### src/rtl/split_fsm.sv
// split_fsm: address-decoded 1-to-N native-bus request demux.
// The slave index is addr[P_SLAVES -: NS]. It is captured into sel_reg in IDLE, so the chosen
// slave sees a stable request for the whole transaction. Out-of-range indices get a one-cycle
// error reply with rdata=0.
// Optional feature: define SPLIT_TIMEOUT_EN to enable a BUSY watchdog. After TIMEOUT_CYCLES
// BUSY cycles without a slave ready, the watchdog ends the transaction with rdata all ones.
// Bus packing: request = {valid, addr, wdata, wstrb}, response = {rdata, ready}.

`define REQ_W  (1 + ADDR_W + DATA_W + DATA_W / 8)
`define RESP_W (DATA_W + 1)
`define REQ_SLOT(k)  ((k) * `REQ_W) +: `REQ_W
`define RESP_SLOT(k) ((k) * `RESP_W) +: `RESP_W

module split_fsm #(
    parameter int N_SLAVES       = 2,
    parameter int DATA_W         = 32,
    parameter int ADDR_W         = 32,
    parameter int P_SLAVES       = ADDR_W - 1,
    parameter int TIMEOUT_CYCLES = 256
) (
    input  logic                           clk,
    input  logic                           rst,
    input  logic [`REQ_W-1:0]              m_req,
    output logic [`RESP_W-1:0]             m_resp,
    output logic [N_SLAVES*`REQ_W-1:0]     s_req,
    input  logic [N_SLAVES*`RESP_W-1:0]    s_resp
);

    localparam int NS      = $clog2(N_SLAVES) + (($clog2(N_SLAVES) == 0) ? 1 : 0);
    localparam int ADDR_LO = DATA_W + DATA_W / 8;   // bit position of addr[0] inside m_req

    typedef enum logic [1:0] {
        IDLE = 2'd0,
        BUSY = 2'd1,
        ERR  = 2'd2
    } state_t;

    state_t state_reg, state_next;
    logic [NS-1:0]      sel_reg, sel_next;
    logic               m_valid;
    logic [NS-1:0]      sel;
    logic               sel_in_range;
    logic [`RESP_W-1:0] sel_resp;
    logic               slave_ready;
    logic               timeout_hit;
    logic               drive_slave;

    // Reject parameter sets that cannot produce a working demux.
    generate
        if (N_SLAVES < 1 || TIMEOUT_CYCLES < 1) begin : g_bad_params
            $error("split_fsm: N_SLAVES and TIMEOUT_CYCLES must both be >= 1");
        end
    endgenerate

    assign m_valid      = m_req[`REQ_W-1];
    assign sel          = m_req[ADDR_LO + P_SLAVES -: NS];
    assign sel_in_range = ({{(32-NS){1'b0}}, sel} < N_SLAVES);

    // Select the response slot of the latched slave. Unselected slots are never looked at.
    always_comb begin
        sel_resp = '0;
        for (int k = 0; k < N_SLAVES; k++) begin
            if (sel_reg == NS'(k)) begin
                sel_resp = s_resp[`RESP_SLOT(k)];
            end
        end
    end

    assign slave_ready = sel_resp[0];

`ifdef SPLIT_TIMEOUT_EN
    localparam int CNT_W = (TIMEOUT_CYCLES > 1) ? $clog2(TIMEOUT_CYCLES) : 1;

    logic [CNT_W-1:0] cnt_reg, cnt_next;

    // The watchdog fires only when no slave ready arrives in the final allowed cycle.
    assign timeout_hit = (state_reg == BUSY) && !slave_ready &&
                         (cnt_reg == CNT_W'(TIMEOUT_CYCLES - 1));

    // Watchdog counter: cleared on entry to BUSY, counts BUSY cycles without ready.
    always_comb begin
        cnt_next = cnt_reg;
        if (state_reg == IDLE && m_valid && sel_in_range) begin
            cnt_next = '0;
        end else if (state_reg == BUSY && !slave_ready) begin
            cnt_next = cnt_reg + 1'b1;
        end
    end

    // Watchdog counter register.
    always_ff @(posedge clk) begin
        if (rst) begin
            cnt_reg <= '0;
        end else begin
            cnt_reg <= cnt_next;
        end
    end
`else
    assign timeout_hit = 1'b0;
`endif

    // State and latched slave index.
    always_ff @(posedge clk) begin
        if (rst) begin
            state_reg <= IDLE;
            sel_reg   <= '0;
        end else begin
            state_reg <= state_next;
            sel_reg   <= sel_next;
        end
    end

    // Next-state decode and master-side response.
    always_comb begin
        state_next = state_reg;
        sel_next   = sel_reg;
        m_resp     = '0;
        unique case (state_reg)
            IDLE: begin
                if (m_valid) begin
                    if (sel_in_range) begin
                        sel_next   = sel;
                        state_next = BUSY;
                    end else begin
                        state_next = ERR;
                    end
                end
            end
            BUSY: begin
                if (timeout_hit) begin
                    m_resp     = {{DATA_W{1'b1}}, 1'b1};
                    state_next = IDLE;
                end else begin
                    m_resp = sel_resp;
                    if (slave_ready) begin
                        state_next = IDLE;
                    end
                end
            end
            ERR: begin
                m_resp     = {{DATA_W{1'b0}}, 1'b1};
                state_next = IDLE;
            end
            default: begin
                state_next = IDLE;
            end
        endcase
    end

    // Only the latched slave sees the request, and only while BUSY without a watchdog expiry.
    assign drive_slave = (state_reg == BUSY) && !timeout_hit;

    // Per-slot request fan-out.
    generate
        for (genvar gi = 0; gi < N_SLAVES; gi++) begin : g_slot
            assign s_req[`REQ_SLOT(gi)] = (drive_slave && sel_reg == NS'(gi)) ? m_req : '0;
        end
    endgenerate

endmodule

`undef REQ_SLOT
`undef RESP_SLOT
`undef REQ_W
`undef RESP_W

### config.mk
export PLATFORM = sky130hd
export DESIGN_NAME = split_fsm
export DESIGN_NICKNAME = d
export VERILOG_FILES = /design/src/rtl/split_fsm.sv
export SDC_FILE = /design/constraint.sdc
export NUM_CORES = 1
export LEC_CHECK = 0
export ABC_CLOCK_PERIOD_IN_PS = 1700
export CORE_AREA = 3 3 117 119
export CTS_CLUSTER_SIZE = 25
export DETAILED_ROUTE_END_ITERATION = 10
export DIE_AREA = 0 0 120 122
export HOLD_SLACK_MARGIN = 0.06
export SLEW_MARGIN = 0
export SYNTH_ARGS = -nofsm -noshare
export SYNTH_HDL_FRONTEND = slang
export SYNTH_SLANG_ARGS = --single-unit
export TNS_END_PERCENT = 50
### constraint.sdc
create_clock -name clk -period 1.7 [get_ports clk]
set_input_delay 0.51 -clock clk [delete_from_list [all_inputs] [get_ports clk]]
set_output_delay 0.51 -clock clk [all_outputs]
set_load 0.02 [all_outputs]
Yosys cells after proc, flatten, opt, wreduce, memory -nomap -nowiden
Cells that the tools add are included.
- register bits: 3
- latch bits: 0
- bits in writable memories: 0
- ROM bits: 0
- output and inout bits: 171
- word-level logic and storage cells: 19
- memories: 0
- $add $sub $neg: 0
- multipliers: 0
- divide/modulo/power cells: 0
- magnitude comparators: 0
- equal/unequal tests: 4
- shift operators: 0
- multiplexer cells: 7
- bitwise gates (word level): 1
- reductions and logical operators: 5
- operator list (kind ; count):
    two-way mux 69 bit ; 2
    one-hot mux 33 bit (2 select lines) ; 1
    two-way mux 33 bit ; 1
    two-way mux 2 bit ; 2
    inequality test 2 bit (second input constant) ; 2
    one-hot mux 2 bit (2 select lines) ; 1
    AND reduction 2 bit ; 2
    == test 2 x 1 -> 1 bit (second input constant) ; 1
    == test 2 bit (second input constant) ; 1
    logical AND 1 bit ; 2
    zero test 2 bit ; 1
    inverter 1 bit ; 1

Logic depth before layout (Yosys ltp)
- depth after elaboration: 3
- gate-level depth with buffers: 5
- gate-level depth less buffers: 3

Worst setup path before layout
No wires, ideal clock.
- kind: reg2out
- from: reg state_reg[0]
- to: out m_resp[0]
- data arrival time: 1096 ps
- data required time: 1190 ps
- setup slack: 94 ps
- cell stages (with the launch flop): 4
- path buffers: 2
- cells stage by stage: dfxtp_1 -> buf_4 -> clkbuf_1 -> nor2b_1
- cells in the longest elaborated chain, start to end: 2
- elaborated cells between the ends (all ways): 3
- classes of those cells: eq/ne (2); mux (1)
- ends and longest elaborated chain (element ; RTL line ; RTL):
    start, declared ; 38 ; state_t state_reg, state_next;
    start signal, assigned ; 108 ; state_reg <= state_next;
    == test 2 bit or == test 2 x 1 -> 1 bit (tied branches) ; 118 ; unique case (state_reg)
    one-hot mux 33 bit (2 select lines) * ; 118 ;
    end, declared ; 24 ; output logic [`RESP_W-1:0] m_resp,
Mark *: on every way between the ends. The rest lies on a longest branch, timed or not.

Worst setup path in the final report
- from: reg sel_reg
- to: out s_req[13]
- cells in the longest elaborated chain, start to end: 3
- ends and longest elaborated chain (element ; RTL line ; RTL):
    start, declared ; 39 ; logic [NS-1:0] sel_reg, sel_next;
    start signal, assigned ; 109 ; sel_reg <= sel_next;
    inverter 1 bit ; 156 ; assign s_req[`REQ_SLOT(gi)] = (drive_slave && sel_reg == NS'(gi)) ? m_req : '0;
    logical AND 1 bit ; 156 ;
    two-way mux 69 bit ; 156 ;
    end, declared ; 25 ; output logic [N_SLAVES*`REQ_W-1:0] s_req,
No other way between the ends.

==> metrics.csv <==
stage,metric,value,unit
timing,count of final setup violators,169,
logic_synthesis,"Cell Area, Synth",0.001660,mm²
finish,Area Growth Syn to Fin,236.6,%
setup_path,cell with the largest stage delay on the worst path,sky130_fd_sc_hd__dfxtp_4,
drt,1st-iter DRT viols,60,
cts,total CTS buffers,3,
logic_synthesis,sequential fraction of the synthesis area,2.411,%
drt,iteration count of the initial detailed-routing pass,4,
logic_synthesis,largest cells by area after synthesis,"sky130_fd_sc_hd__and3_1, sky130_fd_sc_hd__and2_1, sky130_fd_sc_hd__mux2i_1",
outcome,result of the run,finished with violations,
cts,H-tree Lvls,1,
drt,via density per instance,4.094,
pwr,total power per unit cell area,316.0,mW/mm²
drt,WL per Instance,17.18,µm
setup_path,CP startpoint,sel_reg,
setup_path,largest stage delay on the critical path,0.39,ns
cts,clock tree from TritonCTS,yes,
place,setup slack after placement,-0.6229,ns
timing,final critical-path required period,1.901,ns
place,count of port buffers added during placement,307,
setup_path,type of origin of the critical path,flip-flop,
global_route,all-layer global routing usage,13.64,%
timing,number of hold violations in the final report,0,
cts,clk buf depth,2,
drt,vias,3001,
finish,fin nets,699,
logic_synthesis,Yosys warning count,0,
setup_path,crit path DAT,1.39,ns
min_path,hold path depth,4,
floorplan,area of the die,0.01464,mm²
setup_path,cells along the critical path,"nor2b_4, buf_8, clkbuf_16, and2_1, buf_4",
cts,clock-pin slew reported for the worst setup and hold paths after clock tree synthesis,0.03,ns
timing,unrepaired setup endpoints after global routing,yes,
setup_path,Worst path top cell family by delay,buffers and inverters,
floorplan,top-level port count,308,
logic_synthesis,count of distinct cell types in the synthesized netlist,15,
place,post-detail-place hpwl,8822,µm
setup_path,worst r2r path cells,6,
cts,later-pin clock latency in the skew report,0.22,ns
setup_path,buffers and inverters on the worst path,3,
pwr,leakage power of the design,3.026,nW
logic_synthesis,most numerous cell in the Yosys netlist,sky130_fd_sc_hd__and3_1,
floorplan,Die Span Y,122,µm
timing,Worst Skew,0.002576,ns
place,placed insts,705,
drt,number of remaining DRC errors,0,
global_route,total overflow reported by the global router,0,
outcome,violated checks,setup timing,
global_route,maximum number of pins on one net before global-route repair,47,
finish,final standard cell utilization of the core,44.11,%
pwr,worst voltage drop across the vdd grid,0.3712,mV
logic_synthesis,count of flip-flops with a built-in enable after synthesis,0,
timing,final setup slack of the worst path,-0.2007,ns
logic_synthesis,gate count after technology mapping,243,
floorplan,placeable core region,0.01267,mm²
min_path,hold_sp,state_reg[0],
setup_path,data required time of the worst path,1.19,ns
logic_synthesis,cell type with the largest total area after synthesis,sky130_fd_sc_hd__and3_1,
finish,number of filler cells placed in the layout,1265,
cts,cell at the root of the clock tree,sky130_fd_sc_hd__clkbuf_16,
logic_synthesis,most used flip-flop cell after synthesis,sky130_fd_sc_hd__dfxtp_1,
timing,fraction of the cycle the final worst path needs,111.8,%
finish,antenna diode instance count,0,
setup_path,path type of the worst setup path,reg -> out,
setup_path,count of cell instances traversed by the critical path,5,
setup_path,worst-path maximum fanout,8,
global_route,first-pass GRT wire length,16150,µm
global_route,vias in the first global route,2910,
floorplan,Die Wd,120,µm
logic_synthesis,number of register bits inferred by synthesis,2,
cts,number of buffers inserted for hold repair after clock tree synthesis,0,
logic_synthesis,syn_area_per_cell,6.833,µm²
place,final estimated routing congestion in global placement,0.7823,
timing,Hold Worst Slack,0.7972,ns
timing,Max Slew Vio Count,0,
pwr,post-route total power,1.766,mW
job,max-capacitance violation count,0,
logic_synthesis,number of nets in the synthesized netlist,380,
finish,layout cells sized above 1,48.84,%
timing,Max Freq,0.5261,GHz
finish,Register Area,47.55,µm²
finish,non-filler instance count after layout,733,
floorplan,total number of placement rows,41,
logic_synthesis,share of async-settable or async-resettable flops after synthesis,0,%
logic_synthesis,most instantiated cells after synthesis,"sky130_fd_sc_hd__and3_1, sky130_fd_sc_hd__and2_1, sky130_fd_sc_hd__mux2i_1",
global_route,antenna violations before repair,0,
drt,number of nets with antenna violations after routing,0,
finish,total area of multi-input combinational cells,0.001694,mm²
floorplan,Initial Utilization,13.10,%
timing,relative slew slack,87.98,%
timing,measured slew at the worst slew-check pin,0.1753,ns
logic_synthesis,area share of the leading cell type in the synthesized netlist,26.00,%
min_path,HP Class,reg -> reg,
setup_path,category of the worst setup path capture point,output pin,
setup_path,launching point of the worst reg2reg path,sel_reg,
cts,number of sinks on the clock net,2,
drt,routed wire length,12590,µm
cell families after synthesis:
| logic type | Yosys count | share of synthesized area, % |
|---|---|---|
| mux | 34 | 20.50 |
| simple gates | 176 | 66.24 |
| compound gates | 1 | 0.3011 |
| flops | 2 | 2.412 |
| buf+inv | 30 | 10.55 |
worst min-delay path, cell delays in order (launching register included):
cell	delay (ns)
sky130_fd_sc_hd__dfxtp_4	0.35
sky130_fd_sc_hd__buf_12	0.14
sky130_fd_sc_hd__buf_8	0.13
sky130_fd_sc_hd__a21oi_1	0.06
sky130_fd_sc_hd__nor2_1	0.07
final cells by class:
| type | count | share of cell area, % |
|---|---|---|
| well taps | 172 | 3.850 |
| clock buffers | 4 | 1.410 |
| flip-flops and latches | 2 | 0.8507 |
| repair buffers | 344 | 63.58 |
| multi-input cells | 211 | 30.31 |
report_power, final:
| group | leakage, nW | internal [mW] | switching, mW |
|---|---|---|---|
| Clock | 0.0382 | 0.309 | 0.0562 |
| Combinational | 2.97 | 0.752 | 0.590 |
| Sequential | 0.0178 | 0.0502 | 0.00877 |
path summary, 6_finish.rpt:
check / to / slack, ns
setup reg to reg: state_reg[0] / 0.38
hold reg to reg: state_reg[0] / 0.80
hold / removal: state_reg[0] / 0.80
setup / recovery: s_req[13] / -0.20
timing repair:
action,CTS,global route
setup endpoints to repair,171,170
setup buffers,6,7
gates cloned,4,10
resized for setup,806,285
pin swaps,23,10
per-layer routing:
layer | vias up | share of wire, % | global-route usage [%]
met5 | - | 0 | 0
li1 | 1459 | - | -
met4 | 0 | 0.47 | 1.790
met1 | 1384 | 38 | 15.21
met3 | 6 | 6.7 | 2.832
met2 | 152 | 55 | 27.05
per-stage QoR:
| step | area (µm²) | setup TNS, ns |
|---|---|---|
| detailed placement | 4964 | -93.40 |
| finish | 5589 | -17.22 |
| floorplan | 1660 | 0 |
| global route | 5589 | -25.50 |
| CTS | 5171 | -24.47 |
| global placement | 4964 | -92.19 |
cell usage in the layout, fill, tap and decap left out:
master / count
sky130_fd_sc_hd__buf_12: 10
sky130_fd_sc_hd__nor2b_1: 33
sky130_fd_sc_hd__and3_1: 39
sky130_fd_sc_hd__buf_16: 3
sky130_fd_sc_hd__clkdlybuf4s50_1: 39
sky130_fd_sc_hd__clkbuf_16: 9
sky130_fd_sc_hd__and2b_1: 1
sky130_fd_sc_hd__dlymetal6s2s_1: 32
sky130_fd_sc_hd__clkbuf_2: 11
sky130_fd_sc_hd__nand2_1: 1
sky130_fd_sc_hd__nor2b_4: 1
sky130_fd_sc_hd__and2_1: 43
sky130_fd_sc_hd__mux2i_4: 2
sky130_fd_sc_hd__a21oi_1: 1
sky130_fd_sc_hd__buf_6: 97
sky130_fd_sc_hd__buf_2: 10
sky130_fd_sc_hd__dlygate4sd2_1: 65
sky130_fd_sc_hd__dfxtp_4: 2
sky130_fd_sc_hd__mux2i_1: 29
sky130_fd_sc_hd__clkbuf_1: 1
sky130_fd_sc_hd__buf_8: 4
sky130_fd_sc_hd__and2_4: 25
sky130_fd_sc_hd__nor2_1: 3
sky130_fd_sc_hd__buf_4: 67
sky130_fd_sc_hd__mux2i_2: 3
sky130_fd_sc_hd__and3_4: 30
(Power assumes the default switching activity.)
==> edit 1: new RTL, same flow settings <==
Set the parameter `ADDR_W` to 16 (it was 32).
--- a/src/rtl/split_fsm.sv
+++ b/src/rtl/split_fsm.sv
@@ -14,7 +14,7 @@
 module split_fsm #(
     parameter int N_SLAVES       = 2,
     parameter int DATA_W         = 32,
-    parameter int ADDR_W         = 32,
+    parameter int ADDR_W         = 16,
     parameter int P_SLAVES       = ADDR_W - 1,
     parameter int TIMEOUT_CYCLES = 256
 ) (
Interface: changed (resized m_req and s_req); port bits go from 308 to 260. No check against the original RTL was run, so the function may have changed too.
==> edit 1 against the unedited design <==
The run still ends with setup timing left; sequential cell count stayed put; worst setup slack worse by 13 ps; total power down 3.5%; cell area decreased by 4.9%; area after synthesis down 13%; hold slack worse by 81 ps; clock skew is essentially flat; combinational power decreased by 4%; first-iteration DRC count decreased by 30%; routed wire length shrank 15%; largest cell class unchanged.
==> edit 1: results (changes against the unedited design) <==
Global routing
  • Largest net degree at the start of global routing: 42 (-11%)
  • Gr usage total: 11.3% (-2.4 points)
  • First-pass GRT wire length: 13600 um (-16%)
  • Met2 GRT Util: 23.1% (-4.0 points)
  • Vias in the first global route: 2608 (-10%)
  • Met3 usage: 2.88% (+0.046 points)
  • M1 GR Usage: 11.8% (-3.4 points)

Logic synthesis
  • Register area share after synthesis: 2.78% (+0.37 points)
  • Net count after synthesis: 327 (-14%)
  • Yosys cell types: 14 (-1)
  • Synth area leaders: mux2i_1 (24%), and3_1 (23%), and2_1 (23%)
  • Cells after Synth: 206 (-15%)

Timing
  • Setup TNS: -13980 ps (+3250 ps)
  • Setup ws final: -213 ps (-12.7 ps)
  • Skew final: 2.69 ps (+0.113 ps)
  • Final setup viols: 136 (-20%)

Drt
  • Metal3 WL: 851 um (+0.35%)
  • DRT iter0 DRCs: 42 (-30%)
  • Wl on met1: 3840 um (-20%)

Status
  • Failing checks: setup timing
  • Status: finished, violations left

Finish
  • Fillcell total: 1270 (+0.40%)
  • Final #Nets: 623 (-11%)
  • Final Non-Filler Cells: 673 (-8.2%)

Place
  • Final GP Congestion: 0.764 (-2.3%)
  • Post-DP Area: 4250 um^2 (-14%)
  • Port Buffers: 259 (-16%)
  • # placed instances: 626 (-11%)

Power and ir drop
  • IR drop worst, VDD: 0.000212 V (-43%)

Critical path
  • Critical path peak fanout: 5 (-3)

Min path
  • HP Class: input pin to flop
==> edit 1: cell types whose count changed after synthesis, sizes merged <==
| cell | change |
|---|---|
| nor2b | +1 |
| and3 | -16 |
| buf | +3 |
| clkbuf | -8 |
| and2b | -1 |
| and2 | -16 |
==> edit 1: power groups by stage <==
stage	Sequential, mW	Combinational [mW]	Clock, mW
6_report	0.0579	1.28	0.362
2_1_floorplan	0.0519	0.425	0
5_1_grt	0.0585	1.36	0.375
3_3_place_gp	0.0596	1.01	0
3_5_place_dp	0.0592	1.02	0
4_1_cts	0.0584	1.09	0.368
==> edit 1: final timing paths <==
kind	start	to	slack, ps	cells after the start
max reg2reg	state_reg[0]	sel_reg	490	5
min reg2reg	sel_reg	sel_reg	740	3
max	sel_reg	m_resp[5]	-210	6
min	m_req[51]	sel_reg	720	3
==> edit 1: kinds of logic (layout without fill, tap and decap cells) <==
family / after synthesis / in the layout / synth area share, %
DFF: 2 / 2 / 2.78
AOI/OAI and AO/OA: 1 / 1 / 0.347
and+or+nand+nor: 144 / 144 / 62.4
buffers and inverters: 25 / 320 / 10.9
muxes: 34 / 34 / 23.6
==> edit 1: cell type report <==
cell class | count | area (um^2) | area share (%)
timing repair buffer | 316 | 3420 | 64.3
clock buffer | 4 | 78.8 | 1.48
tap | 172 | 215 | 4.05
sequential | 2 | 47.5 | 0.894
multi-input combinational | 179 | 1560 | 29.3
==> edit 1: critical path, cell delays in order, from the launching register on <==
cell and delay [ps]:
dfxtp_4 410, buf_12 140, buf_16 110, buf_4 100
mux2i_1 190, nor2b_1 70, buf_4 150
==> edit 1: timing repair <==
item,CTS,global route
buffers inserted,22,14
pin swaps,21,21
cloned,4,7
resized for setup,629,352
hold buffers,0,0
setup endpoints to repair,139,139
==> edit 2: new RTL, same settings <==
Without the edit above. The 3 states of `state_t` get a one-hot encoding in 3 bits.
--- a/src/rtl/split_fsm.sv
+++ b/src/rtl/split_fsm.sv
@@ -29,10 +29,10 @@
     localparam int NS      = $clog2(N_SLAVES) + (($clog2(N_SLAVES) == 0) ? 1 : 0);
     localparam int ADDR_LO = DATA_W + DATA_W / 8;   // bit position of addr[0] inside m_req
 
-    typedef enum logic [1:0] {
-        IDLE = 2'd0,
-        BUSY = 2'd1,
-        ERR  = 2'd2
+    typedef enum logic [2:0] {
+        IDLE = 3'b001,
+        BUSY = 3'b010,
+        ERR  = 3'b100
     } state_t;
 
     state_t state_reg, state_next;
Formal check against the unedited RTL: same outputs for any inputs over 10 cycles, from zero or initial values and one cycle with rst high; not proved beyond that.
==> edit 2 against the unedited design <==
The run still ends with setup timing left; routed wire length is 7.9% lower; die area stayed put; hold slack worse by 160 ps; cell area is 5.9% lower; worst setup slack worse by 96 ps; via count is 8.4% lower; area after synthesis is 11% lower; sequential cell count is 1 higher; critical endpoint is now m_resp[20]; largest cell class unchanged; highest routed layer unchanged.
Power is not compared: it rests on default switching activity, and its combinational part moved more than twofold at a synthesized area within 25%.
==> edit 2: results (changes against the unedited design) <==
Logic synthesis
  • Net count after synthesis: 344 (-9.5%)
  • YS warnings: 0 (unchanged)
  • Yosys cell types: 16 (+1)
  • Synth area leaders: and2_1 (59%), a22o_1 (19%), buf_6 (6.1%)
  • Register area share after synthesis: 4.09% (+1.7 points)
  • Mux share of post-synthesis cell area: 1.36% (-19 points)
  • Post-synth top cells: and2_1 (138), a22o_1 (32), buf_6 (8), clkbuf_2 (8), buf_4 (4)
  • Compound-Gate Fraction of Synth Area: 19.9% (+20 points)

Finish
  • Final #Nets: 660 (-5.6%)
  • Layout cells sized above 1: 43.1% (-5.7 points)

Timing
  • Max-Slew Margin vs Limit: 78.0% (-10 points)
  • Setup ws final: -297 ps (-96.0 ps)
  • Skew final: 3.01 ps (+0.438 ps)
  • Final setup viols: 171 (+1.2%)

Global routing
  • Met2 GRT Util: 26.6% (-0.49 points)
  • Largest net degree at the start of global routing: 40 (-15%)
  • Gr usage total: 13.6% (-0.086 points)
  • Met3 usage: 3.71% (+0.88 points)
  • Vias in the first global route: 2822 (-3.0%)
  • First-pass GRT wire length: 16000 um (-1.2%)
  • M1 GR Usage: 14.9% (-0.28 points)

Critical path
  • Critical path peak fanout: 5 (-3)
  • Critical Path Start: state_reg[0]
  • Critical Path AT: 1490 ps (+100 ps)

Status
  • Status: finished, violations left
  • Failing checks: setup timing

Drt
  • Wl on met1: 4200 um (-13%)
  • Via-per-instance ratio: 3.96 (-3.2%)
  • Met2 Wirelength: 6260 um (-8.8%)
  • Metal3 WL: 1060 um (+25%)
  • Total routed wirelength: 11600 um (-7.9%)
  • DRT iter0 DRCs: 37 (-38%)

Place
  • Post-DP Area: 4740 um^2 (-4.6%)
  • Final GP Congestion: 0.833 (+6.5%)
  • Pre-CTS setup slack: -700 ps (-76.8 ps)
  • Hpwl dp: 9070 um (+2.8%)

CTS
  • CTS buffer count: 3 (unchanged)
  • Htree depth: 1 (unchanged)

Min path
  • Hold path startpoint: sel_reg
==> edit 2: cell count changes after synthesis, sizes merged, moves of 10 or more <==
| cell | delta |
|---|---|
| a22o | +32 |
| mux2i | -32 |
| nor2b | -34 |
| and3 | -69 |
| clkbuf | -10 |
| and2 | +70 |
==> edit 2: repair_timing <==
item                                    CTS  global route
resized for setup                       774           116
gates cloned                              7             2
endpoints found under the setup margin  171           171
pin swaps                                17            18
setup buffers                             6             0
==> edit 2: cell type report <==
cell class | count | area [um^2]
Fill cell | 1250 | 7410
Multi-Input combinational cell | 182 | 1320
Clock buffer | 4 | 78.8
Tap cell | 172 | 215
Sequential cell | 3 | 63.8
Timing Repair Buffer | 333 | 3580
==> edit 2: final timing paths <==
check	end	slack, ps	depth (start not counted)
hold reg to reg	sel_reg	640	3
setup / recovery	m_resp[20]	-300	6
setup reg to reg	state_reg[0]	670	4
hold / removal	sel_reg	640	3
==> edit 2: power by group <==
group          internal, mW  switching (mW)
Combinational         0.418           0.189
Clock                 0.309          0.0588
Sequential           0.0773         0.00566
==> edit 2: through the flow <==
step	hold slack [ps]	setup TNS, ps	instances
2_1_floorplan	496	0	207
3_3_place_gp	634	-87890	676
3_5_place_dp	659	-88870	676
4_1_cts	645	-41250	692
5_1_grt	680	-46770	694
6_report	637	-37660	694
==> edit 2: kinds of logic (layout without fill, tap and decap cells) <==
family,count (synthesis),after routing
AND/OR/NAND/NOR,146,146
AO/OA/AOI/OAI,34,34
buffers and inverters,22,337
flip-flops,3,3
multiplexers,2,2
==> edit 2: critical path: stages, from the launching register on <==
cell	delay, ps
dfxtp_2	330
nor3b_4	210
buf_6	170
buf_12	130
clkbuf_16	140
a22o_1	150
buf_6	120
